--- src/rtl/serial_divide_seq.sv ---
// Request sequencer for serial_divide_uu.
// Takes tagged operand pairs over a valid/ready request port and hands them to the divider.
// It waits for the divider's done and returns the quotient with its tag over a valid/ready
// response port. A zero divisor never reaches the divider and is flagged instead.
// A divider that never reports done is aborted after TIMEOUT_PP enabled cycles.
module serial_divide_seq #(
  parameter int M_PP       = 16,
  parameter int N_PP       = 8,
  parameter int R_PP       = 0,
  parameter int S_PP       = 0,
  parameter int TAG_W_PP   = 4,
  parameter int TIMEOUT_PP = 64,
  localparam int Q_W       = M_PP + R_PP - S_PP
) (
  input  logic                clk_i,
  input  logic                rst_i,
  input  logic                clk_en_i,
  input  logic                req_valid_i,
  output logic                req_ready_o,
  input  logic [M_PP-1:0]     req_dividend_i,
  input  logic [N_PP-1:0]     req_divisor_i,
  input  logic [TAG_W_PP-1:0] req_tag_i,
  output logic                rsp_valid_o,
  input  logic                rsp_ready_i,
  output logic [Q_W-1:0]      rsp_quotient_o,
  output logic [TAG_W_PP-1:0] rsp_tag_o,
  output logic                rsp_dbz_o,
  output logic                rsp_tmo_o,
  output logic                div_divide_o,
  output logic [M_PP-1:0]     div_dividend_o,
  output logic [N_PP-1:0]     div_divisor_o,
  input  logic [Q_W-1:0]      div_quotient_i,
  input  logic                div_done_i,
  output logic                busy_o
);

  localparam int TMR_W = $clog2(TIMEOUT_PP + 1);
  localparam logic [TMR_W-1:0] TMR_LAST = TMR_W'(TIMEOUT_PP - 1);

  typedef enum logic [2:0] {
    ST_IDLE,
    ST_ISSUE,
    ST_WAIT_LO,
    ST_WAIT_HI,
    ST_RESP
  } state_t;

  state_t state_q, state_d;

  logic [TMR_W-1:0]    timer_q, timer_d;
  logic [M_PP-1:0]     dividend_q, dividend_d;
  logic [N_PP-1:0]     divisor_q, divisor_d;
  logic [TAG_W_PP-1:0] tag_q, tag_d;
  logic [Q_W-1:0]      quot_q, quot_d;
  logic                dbz_q, dbz_d;
  logic                tmo_q, tmo_d;
  logic                timeout_hit;
  logic                divisor_zero;

  // The wait timer has used its last allowed enabled cycle.
  assign timeout_hit  = (timer_q == TMR_LAST);
  assign divisor_zero = (req_divisor_i == '0);

  // State register; reset is asynchronous so an abort does not need a clock.
  always_ff @(posedge clk_i or posedge rst_i) begin
    if (rst_i) begin
      state_q <= ST_IDLE;
    end else begin
      state_q <= state_d;
    end
  end

  // Next state; every transition is qualified by the shared clock enable.
  always_comb begin
    state_d = state_q;
    if (clk_en_i) begin
      case (state_q)
        ST_IDLE: begin
          if (req_valid_i) begin
            state_d = divisor_zero ? ST_RESP : ST_ISSUE;
          end
        end
        ST_ISSUE: state_d = ST_WAIT_LO;
        // A done left high by the previous operation is ignored until it drops.
        ST_WAIT_LO: begin
          if (timeout_hit) begin
            state_d = ST_RESP;
          end else if (!div_done_i) begin
            state_d = ST_WAIT_HI;
          end
        end
        // A real done wins over a timeout landing on the same cycle.
        ST_WAIT_HI: begin
          if (div_done_i || timeout_hit) begin
            state_d = ST_RESP;
          end
        end
        ST_RESP: begin
          if (rsp_ready_i) begin
            state_d = ST_IDLE;
          end
        end
        default: state_d = ST_IDLE;
      endcase
    end
  end

  // Outputs decoded from the state register; handshake ready also needs the enable.
  always_comb begin
    div_divide_o = (state_q == ST_ISSUE);
    rsp_valid_o  = (state_q == ST_RESP);
    busy_o       = (state_q != ST_IDLE);
    req_ready_o  = (state_q == ST_IDLE) && clk_en_i;
  end

  // Operand, tag, result and timer updates; everything holds while the enable is low.
  always_comb begin
    timer_d    = timer_q;
    dividend_d = dividend_q;
    divisor_d  = divisor_q;
    tag_d      = tag_q;
    quot_d     = quot_q;
    dbz_d      = dbz_q;
    tmo_d      = tmo_q;
    if (clk_en_i) begin
      case (state_q)
        ST_IDLE: begin
          if (req_valid_i) begin
            dividend_d = req_dividend_i;
            divisor_d  = req_divisor_i;
            tag_d      = req_tag_i;
            if (divisor_zero) begin
              quot_d = '1;
              dbz_d  = 1'b1;
              tmo_d  = 1'b0;
            end
          end
        end
        ST_ISSUE: timer_d = '0;
        ST_WAIT_LO, ST_WAIT_HI: begin
          if ((state_q == ST_WAIT_HI) && div_done_i) begin
            quot_d = div_quotient_i;
            dbz_d  = 1'b0;
            tmo_d  = 1'b0;
          end else if (timeout_hit) begin
            quot_d = '0;
            dbz_d  = 1'b0;
            tmo_d  = 1'b1;
          end else begin
            timer_d = timer_q + 1'b1;
          end
        end
        default: ;
      endcase
    end
  end

  // Datapath registers; cleared on reset so every output starts at zero.
  always_ff @(posedge clk_i or posedge rst_i) begin
    if (rst_i) begin
      timer_q    <= '0;
      dividend_q <= '0;
      divisor_q  <= '0;
      tag_q      <= '0;
      quot_q     <= '0;
      dbz_q      <= 1'b0;
      tmo_q      <= 1'b0;
    end else begin
      timer_q    <= timer_d;
      dividend_q <= dividend_d;
      divisor_q  <= divisor_d;
      tag_q      <= tag_d;
      quot_q     <= quot_d;
      dbz_q      <= dbz_d;
      tmo_q      <= tmo_d;
    end
  end

  assign div_dividend_o = dividend_q;
  assign div_divisor_o  = divisor_q;
  assign rsp_quotient_o = quot_q;
  assign rsp_tag_o      = tag_q;
  assign rsp_dbz_o      = dbz_q;
  assign rsp_tmo_o      = tmo_q;

endmodule

--- config.mk ---
export PLATFORM = sky130hd
export DESIGN_NAME = serial_divide_seq
export DESIGN_NICKNAME = d
export VERILOG_FILES = /design/src/rtl/serial_divide_seq.sv
export SDC_FILE = /design/constraint.sdc
export NUM_CORES = 1
export LEC_CHECK = 0
export BUFFER_PORTS_ARGS = -buffer_cell sky130_fd_sc_hd__clkbuf_2
export CORE_MARGIN = 2
export CORE_UTILIZATION = 44
export DETAILED_ROUTE_END_ITERATION = 8
export PLACE_DENSITY = 0.88
export SLEW_MARGIN = 25
export SYNTH_ARGS = -nofsm -noshare
export SYNTH_HDL_FRONTEND = slang
export SYNTH_SLANG_ARGS = --single-unit
--- constraint.sdc ---
create_clock -name clk_i -period 2 [get_ports clk_i]
set_input_delay 0.4 -clock clk_i [delete_from_list [all_inputs] [get_ports clk_i]]
set_output_delay 0.4 -clock clk_i [all_outputs]
set_load 0.01 [all_outputs]
==> results of run 1 <==
## cell families after synthesis
group	share of synthesized area (%)
flops	55.4
mux	20.9
simple gates	9.84
buf+inv	5.49
compound gates	5.88
xor+xnor	2.08
fa+ha+maj	0.494
## critical path, delay by kind of cell (launching register included)
family,cells,cell delay [ns]
simple gates,2,0.44
compound gates,2,0.47
flops,1,0.40
fa+ha+maj,1,0.20
mux,1,0.12
buf+inv,1,0.20
## through the flow
stage | setup TNS [ns] | cell area (µm²)
detailed placement | 0 | 3160
finish | 0 | 3310
floorplan | 0 | 2530
global route | -0.00115 | 3310
CTS | 0 | 3260
global placement | 0 | 3160
## worst max-delay path by stage
stage | startpoint | to | slack (ns) | depth (start not counted)
2_1_floorplan | state_q[2] | div_dividend_o[0] | 0.01 | 6
3_3_place_gp | timer_q[1] | rsp_dbz_o | 0.07 | 6
3_5_place_dp | timer_q[1] | rsp_quotient_o[12] | 0.002 | 7
4_1_cts | timer_q[1] | rsp_quotient_o[15] | 0.02 | 7
5_1_grt | timer_q[1] | rsp_quotient_o[9] | -0.001 | 7
6_report | timer_q[1] | rsp_quotient_o[9] | 0.05 | 7
## cells in the mapped netlist (2+ instances only)
cell and instances:
sky130_fd_sc_hd__nor3_1 4, sky130_fd_sc_hd__buf_1 3, sky130_fd_sc_hd__o21ai_1 3, sky130_fd_sc_hd__buf_2 2, sky130_fd_sc_hd__nand2b_1 3, sky130_fd_sc_hd__xnor2_1 5
sky130_fd_sc_hd__dfrtp_1 56, sky130_fd_sc_hd__nor4_1 2, sky130_fd_sc_hd__nand3_1 3, sky130_fd_sc_hd__nand2_1 10, sky130_fd_sc_hd__mux2_1 21, sky130_fd_sc_hd__mux2_4 2
sky130_fd_sc_hd__clkbuf_1 4, sky130_fd_sc_hd__nor2_1 12, sky130_fd_sc_hd__a21oi_1 18, sky130_fd_sc_hd__inv_1 19, sky130_fd_sc_hd__mux2i_1 16, sky130_fd_sc_hd__mux2_2 9
sky130_fd_sc_hd__nor2b_1 2
## metal layers
metal	vias to the layer above	track usage, %
met5	-	0
met4	0	4.41
met3	7	4.30
met2	67	28.1
met1	946	20.4
li1	938	-
## power groups by stage
stage | Clock, mW | Sequential, mW | Combinational [mW]
floorplan | 0 | 2.13 | 1.09
global placement | 0 | 1.93 | 2.02
detailed placement | 0 | 1.95 | 2.10
CTS | 0.647 | 1.94 | 2.11
global route | 0.698 | 2.00 | 2.36
finish | 0.624 | 1.94 | 2.14
## area by class of cell
class / count / area (µm²) / share of cell area [%]
tap: 72 / 90.1 / 2.72
timing repair buffer: 113 / 631 / 19.1
sequential: 56 / 1400 / 42.3
multi-input combinational: 127 / 1020 / 30.9
clock buffer: 7 / 86.3 / 2.61
clock inverter: 1 / 7.51 / 0.227
inverter: 19 / 71.3 / 2.16
## state kept, by name (all words and copies together), names as in the netlist
signal          cells
rsp_tag_o           4
div_dividend_o     16
div_divisor_o       8
rsp_quotient_o     16
rsp_tmo_o           1
rsp_dbz_o           1
state_q             3
timer_q             7
## cells in the final DEF, fill, tap and decap left out, drive strengths merged, types with 2 or more instances in the layout
| master | count |
|---|---|
| clkbuf | 107 |
| dfrtp | 56 |
| mux2 | 32 |
| inv | 19 |
| a21oi | 18 |
| mux2i | 16 |
| buf | 13 |
| nor2 | 12 |
| nand2 | 10 |
| xnor2 | 5 |
| nor3 | 4 |
| nand3 | 4 |
| o21ai | 4 |
| nand2b | 3 |
| nor2b | 2 |
| nor4 | 2 |
| or3 | 2 |
## repair_timing
item / CTS / global route
setup buffers: 0 / 1
resized for setup: 1 / 3
pin swaps: 0 / 3
gates cloned: 0 / 1
endpoints found under the setup margin: 18 / 18
==> impl_metrics.xml, run 1 <==
<?xml version="1.0" encoding="UTF-8"?>
<metrics>
  <group name="logic_synthesis">
    <metric name="ys_dominant_reg_cell" unit="">sky130_fd_sc_hd__dfrtp_1</metric>
    <metric name="synth_enable_flop_cells" unit="">0</metric>
    <metric name="synth_top_cell_area_share" unit="%">55.4</metric>
    <metric name="synthDominantAreaCellType" unit="">sky130_fd_sc_hd__dfrtp_1</metric>
    <metric name="ys_warn_count" unit="">0</metric>
    <metric name="synthesis.area_per_instance" unit="µm²">11.9</metric>
    <metric name="sequential_area_share_after_synthesis" unit="%">55.4</metric>
    <metric name="synth_nets" unit="">264</metric>
    <metric name="postSynthCellCount" unit="">213</metric>
    <metric name="synth_top_cells_by_area" unit="">sky130_fd_sc_hd__dfrtp_1 55%, sky130_fd_sc_hd__mux2_1 9.3%, sky130_fd_sc_hd__mux2i_1 6.3%, sky130_fd_sc_hd__mux2_2 4.0%, sky130_fd_sc_hd__a21oi_1 3.6%</metric>
    <metric name="synth_async_reset_ratio" unit="%">100</metric>
    <metric name="post_synth_instance_area" unit="mm²">0.00253</metric>
    <metric name="synth-seq-cells" unit="">56</metric>
    <metric name="number_of_distinct_library_cells_after_synthesis" unit="">38</metric>
  </group>
  <group name="placement">
    <metric name="dp.cells" unit="">385</metric>
    <metric name="portBuffers" unit="">99</metric>
    <metric name="finalWeightedCongestion" unit="">0.820</metric>
    <metric name="setup_ws_pre_cts" unit="ns">0.00183</metric>
    <metric name="place.detailed.hpwl" unit="µm">3940</metric>
  </group>
  <group name="critical_path">
    <metric name="worstPathRequired" unit="ns">2.19</metric>
    <metric name="timing.critical_path.fanout_max" unit="">8</metric>
    <metric name="critPathKind" unit="">flop to flop</metric>
    <metric name="regToRegSetupSlack" unit="ns">0.05</metric>
    <metric name="worst_r2r_startpoint" unit="">timer_q[1]</metric>
    <metric name="slowest_cell_on_the_critical_path" unit="">sky130_fd_sc_hd__dfrtp_1</metric>
    <metric name="rr_endpoint" unit="">rsp_quotient_o[9]</metric>
    <metric name="crit_path_cell_trace" unit="">ha_2, nand3_2, or3_4, a311oi_4, o21ai_4, clkbuf_16, mux2i_1</metric>
    <metric name="r2r_cells" unit="">7</metric>
    <metric name="critical_path.max_stage_delay" unit="ns">0.40</metric>
    <metric name="cp_data_arrival_time" unit="ns">2.14</metric>
    <metric name="cp-start-kind" unit="">flop</metric>
    <metric name="endpoint_kind" unit="">flop</metric>
  </group>
  <group name="final_layout">
    <metric name="synthToLayoutAreaGrowth" unit="%">30.7</metric>
    <metric name="total_number_of_nets_in_the_final_design" unit="">373</metric>
    <metric name="finish.utilization" unit="%">59.7</metric>
    <metric name="final.fill_count" unit="">459</metric>
    <metric name="diodes" unit="">0</metric>
    <metric name="fraction_of_final_layout_cells_sized_beyond_drive_strength_1" unit="%">42.7</metric>
    <metric name="final_cell_count_no_fill" unit="">395</metric>
  </group>
  <group name="status">
    <metric name="status" unit="">complete, no violations</metric>
  </group>
  <group name="route">
    <metric name="drt_first_iter_violations" unit="">62</metric>
    <metric name="detail_route.first_pass.iterations" unit="">4</metric>
    <metric name="routedLengthMet1" unit="µm">2350</metric>
    <metric name="dr_wl_met2" unit="µm">2620</metric>
    <metric name="met3RoutedLength" unit="µm">324</metric>
    <metric name="drt-vias-per-instance" unit="">4.96</metric>
    <metric name="avgRoutedWirePerCell" unit="µm">13.5</metric>
    <metric name="routed-via-count" unit="">1958</metric>
    <metric name="drt_drc_violations_left" unit="">0</metric>
    <metric name="top_layer_used" unit="">met4</metric>
    <metric name="antenna_left" unit="">0</metric>
    <metric name="final_routed_wirelength_across_all_metal_layers" unit="µm">5350</metric>
  </group>
  <group name="global_route">
    <metric name="wire_length_of_the_first_global_routing_pass" unit="µm">8240</metric>
    <metric name="grt_pass1_vias" unit="">1839</metric>
    <metric name="grt_antenna_before_repair" unit="">0</metric>
    <metric name="grt_residual_overflow" unit="">0</metric>
    <metric name="grt_usage" unit="%">16.3</metric>
    <metric name="grt_start_max_net_pins" unit="">29</metric>
  </group>
  <group name="power">
    <metric name="post-layout-total-power" unit="mW">4.70</metric>
    <metric name="vdd_drop_max" unit="mV">0.606</metric>
    <metric name="power-per-cell-area" unit="mW/mm²">1420</metric>
    <metric name="sw_frac_of_total" unit="%">37.1</metric>
    <metric name="internal-power" unit="mW">2.96</metric>
    <metric name="pwr-share-clk" unit="%">13.3</metric>
    <metric name="net_sw_power" unit="mW">1.74</metric>
    <metric name="combinationalPowerShare" unit="%">45.6</metric>
    <metric name="seqPwrFrac" unit="%">41.2</metric>
    <metric name="power.static_leakage" unit="nW">1.80</metric>
  </group>
  <group name="floorplan">
    <metric name="core_area" unit="mm²">0.00554</metric>
    <metric name="design.portCount" unit="">100</metric>
    <metric name="floorplan.initialDensity" unit="%">45.7</metric>
    <metric name="die_width" unit="µm">79.8</metric>
    <metric name="die-area" unit="mm²">0.00638</metric>
    <metric name="core.rowCount" unit="">27</metric>
    <metric name="die_h" unit="µm">79.8</metric>
  </group>
  <group name="cts">
    <metric name="cts_buffers" unit="">5</metric>
    <metric name="clk-insertion-delay-late" unit="ns">0.30</metric>
    <metric name="clock-root-buffer" unit="">sky130_fd_sc_hd__clkbuf_8</metric>
    <metric name="clockBufferDepth" unit="">2</metric>
    <metric name="cts_hold_buffers" unit="">0</metric>
    <metric name="htree_num_levels" unit="">2</metric>
    <metric name="numClockSinks" unit="">56</metric>
    <metric name="tritoncts" unit="">yes</metric>
    <metric name="worst_setup_hold_path_clk_slew" unit="ns">0.09</metric>
  </group>
  <group name="timing">
    <metric name="fin_worst_hold_slack" unit="ns">0.0706</metric>
    <metric name="max-slew-margin-rel" unit="%">71.1</metric>
    <metric name="finalHoldViolations" unit="">0</metric>
    <metric name="fin_crit" unit="ns">1.95</metric>
    <metric name="timing.final.ws_setup" unit="ns">0.0456</metric>
    <metric name="final_critical_path_share_of_the_clock_period" unit="%">97.7</metric>
    <metric name="setup_viol_count_final" unit="">0</metric>
    <metric name="final.setup_skew" unit="ns">0.00528</metric>
    <metric name="timing_max_transition_violations_final" unit="">0</metric>
    <metric name="clock.fmax" unit="GHz">0.512</metric>
    <metric name="worstMarginPinSlew" unit="ns">0.433</metric>
  </group>
  <group name="min_path">
    <metric name="min_path_type" unit="">input port to async pin</metric>
  </group>
  <group name="run">
    <metric name="max_cap_viol_count" unit="">0</metric>
  </group>
</metrics>
(Power assumes the default switching activity.)
==> run 2, diff against run 1 <==
--- a/config.mk
+++ b/config.mk
@@ -6,6 +6,7 @@
 export NUM_CORES = 1
 export LEC_CHECK = 0
 export BUFFER_PORTS_ARGS = -buffer_cell sky130_fd_sc_hd__clkbuf_2
+export CORE_ASPECT_RATIO = 1.4
 export CORE_MARGIN = 2
 export CORE_UTILIZATION = 44
 export DETAILED_ROUTE_END_ITERATION = 8
==> impl_metrics.xml, run 2 (synthesis results as in run 1) <==
<?xml version="1.0" encoding="UTF-8"?>
<metrics>
  <group name="floorplan">
    <metric name="core.rowCount" unit="">32</metric>
    <metric name="floorplan.initialDensity" unit="%">45.8</metric>
    <metric name="die_width" unit="µm">68.1</metric>
    <metric name="design.portCount" unit="">100</metric>
    <metric name="die_h" unit="µm">93.7</metric>
    <metric name="core_area" unit="mm²">0.00553</metric>
    <metric name="die-area" unit="mm²">0.00638</metric>
  </group>
  <group name="cts">
    <metric name="htree_num_levels" unit="">2</metric>
    <metric name="numClockSinks" unit="">56</metric>
    <metric name="clockBufferDepth" unit="">2</metric>
    <metric name="worst_setup_hold_path_clk_slew" unit="ns">0.10</metric>
    <metric name="clock-root-buffer" unit="">sky130_fd_sc_hd__clkbuf_8</metric>
    <metric name="tritoncts" unit="">yes</metric>
    <metric name="clk-insertion-delay-late" unit="ns">0.31</metric>
    <metric name="cts_hold_buffers" unit="">0</metric>
    <metric name="cts_buffers" unit="">5</metric>
  </group>
  <group name="critical_path">
    <metric name="regToRegSetupSlack" unit="ns">0.07</metric>
    <metric name="worstPathRequired" unit="ns">2.19</metric>
    <metric name="rr_endpoint" unit="">rsp_quotient_o[5]</metric>
    <metric name="cp_data_arrival_time" unit="ns">2.12</metric>
    <metric name="crit_path_cell_trace" unit="">ha_2, nand3_2, or3_4, a311oi_4, o21ai_4, buf_6, mux2i_2</metric>
    <metric name="critPathKind" unit="">flop to flop</metric>
    <metric name="r2r_cells" unit="">7</metric>
    <metric name="endpoint_kind" unit="">flop</metric>
    <metric name="slowest_cell_on_the_critical_path" unit="">sky130_fd_sc_hd__dfrtp_1</metric>
    <metric name="cp-start-kind" unit="">flop</metric>
    <metric name="worst_r2r_startpoint" unit="">timer_q[1]</metric>
    <metric name="timing.critical_path.fanout_max" unit="">5</metric>
    <metric name="critical_path.max_stage_delay" unit="ns">0.40</metric>
  </group>
  <group name="power">
    <metric name="power.static_leakage" unit="nW">1.79</metric>
    <metric name="vdd_drop_max" unit="mV">0.610</metric>
    <metric name="power-per-cell-area" unit="mW/mm²">1420</metric>
  </group>
  <group name="route">
    <metric name="antenna_left" unit="">0</metric>
    <metric name="drt_first_iter_violations" unit="">67</metric>
    <metric name="drt-vias-per-instance" unit="">4.91</metric>
    <metric name="final_routed_wirelength_across_all_metal_layers" unit="µm">5440</metric>
    <metric name="routed-via-count" unit="">1916</metric>
    <metric name="avgRoutedWirePerCell" unit="µm">13.9</metric>
    <metric name="drt_drc_violations_left" unit="">0</metric>
    <metric name="detail_route.first_pass.iterations" unit="">4</metric>
  </group>
  <group name="final_layout">
    <metric name="register_cell_area_after_layout" unit="mm²">0.00140</metric>
    <metric name="final.fill_count" unit="">443</metric>
    <metric name="total_number_of_nets_in_the_final_design" unit="">373</metric>
    <metric name="final_cell_count_no_fill" unit="">390</metric>
    <metric name="final_instance_area" unit="mm²">0.00329</metric>
    <metric name="multi_input_comb_area" unit="mm²">0.00103</metric>
    <metric name="layout.cells.most_common_list" unit="">99 x sky130_fd_sc_hd__clkbuf_2, 56 x sky130_fd_sc_hd__dfrtp_1, 21 x sky130_fd_sc_hd__mux2_1, 18 x sky130_fd_sc_hd__a21oi_1, 18 x sky130_fd_sc_hd__inv_1</metric>
    <metric name="most_frequent_standard_cell_in_the_layout_excluding_fill_and_tap_cells" unit="">sky130_fd_sc_hd__clkbuf_2</metric>
    <metric name="fraction_of_final_layout_cells_sized_beyond_drive_strength_1" unit="%">43.2</metric>
    <metric name="finish.utilization" unit="%">59.5</metric>
    <metric name="diodes" unit="">0</metric>
    <metric name="synthToLayoutAreaGrowth" unit="%">30.0</metric>
  </group>
  <group name="global_route">
    <metric name="grt_start_max_net_pins" unit="">57</metric>
    <metric name="grt_residual_overflow" unit="">0</metric>
    <metric name="wire_length_of_the_first_global_routing_pass" unit="µm">8180</metric>
    <metric name="grt_usage" unit="%">17.0</metric>
    <metric name="grt_pass1_vias" unit="">1879</metric>
    <metric name="grt_antenna_before_repair" unit="">0</metric>
  </group>
  <group name="timing">
    <metric name="final_critical_path_share_of_the_clock_period" unit="%">96.3</metric>
    <metric name="clock.fmax" unit="GHz">0.519</metric>
    <metric name="fin_crit" unit="ns">1.93</metric>
    <metric name="worstMarginPinSlew" unit="ns">0.408</metric>
    <metric name="timing_max_transition_violations_final" unit="">0</metric>
    <metric name="grt_setup_unrepaired" unit="">true</metric>
    <metric name="setup_viol_count_final" unit="">0</metric>
    <metric name="finalHoldViolations" unit="">0</metric>
    <metric name="final.setup_skew" unit="ns">0.00871</metric>
    <metric name="max-slew-margin-rel" unit="%">72.7</metric>
    <metric name="fin_worst_hold_slack" unit="ns">0.115</metric>
  </group>
  <group name="min_path">
    <metric name="min_path_type" unit="">input port to async pin</metric>
  </group>
  <group name="placement">
    <metric name="finalWeightedCongestion" unit="">0.793</metric>
    <metric name="dp.cells" unit="">381</metric>
    <metric name="place.detailed.hpwl" unit="µm">4130</metric>
    <metric name="placement.cell_area" unit="mm²">0.00315</metric>
    <metric name="portBuffers" unit="">99</metric>
  </group>
  <group name="status">
    <metric name="status" unit="">complete, no violations</metric>
  </group>
  <group name="run">
    <metric name="max_cap_viol_count" unit="">0</metric>
  </group>
</metrics>
==> run 2: stage by stage <==
stage	power, mW	worst slack, ns	setup TNS (ns)
finish	4.67	0.0746	0
CTS	4.66	0.0299	0
detailed placement	4.06	-0.0189	-0.0551
global placement	3.94	0.0703	0
floorplan	3.22	0.0124	0
global route	5.05	-0.00851	-0.0133
==> run 2: what timing repair did <==
| action | in CTS | in global routing |
|---|---|---|
| resized for setup | 2 | 8 |
| setup buffers | 0 | 1 |
| pin swaps | 0 | 3 |
| cloned | 0 | 1 |
| setup endpoints to repair | 16 | 18 |
==> run 2: worst max-delay path by stage <==
stage / startpoint / endpoint / depth (start not counted)
final: timer_q[1] / rsp_quotient_o[5] / 7
after global placement: timer_q[1] / rsp_quotient_o[3] / 7
after CTS: timer_q[1] / rsp_quotient_o[7] / 7
after global routing: timer_q[1] / rsp_quotient_o[13] / 7
after detailed placement: timer_q[1] / rsp_quotient_o[7] / 7
after floorplan: state_q[2] / div_dividend_o[0] / 6
==> run 2: final cells by class <==
| type | count | area share [%] |
|---|---|---|
| clock buffer | 5 | 2.09 |
| clock inverter | 2 | 0.380 |
| inverter | 19 | 2.17 |
| timing repair buffer | 113 | 19.0 |
| tap | 68 | 2.59 |
| multi-input combinational | 127 | 31.2 |
| sequential | 56 | 42.6 |
==> run 2: report_power, final <==
part / switching, mW / total, mW / internal [mW]
Combinational: 1.11 / 2.13 / 1.03
Clock: 0.345 / 0.583 / 0.238
Sequential: 0.309 / 1.95 / 1.64
==> run 2: metal layers <==
layer	GRT usage (%)	share of wire (%)
met1	19.4	39
met5	0	0
met3	3.72	7.1
met4	5.83	1.3
met2	30.2	53
==> run 2: critical path, delay by kind of cell, from the launching register on <==
| family | cells | cell delay [ns] |
|---|---|---|
| fa+ha+maj | 1 | 0.21 |
| mux | 1 | 0.14 |
| compound gates | 2 | 0.45 |
| simple gates | 2 | 0.45 |
| buf+inv | 1 | 0.17 |
| flops | 1 | 0.40 |
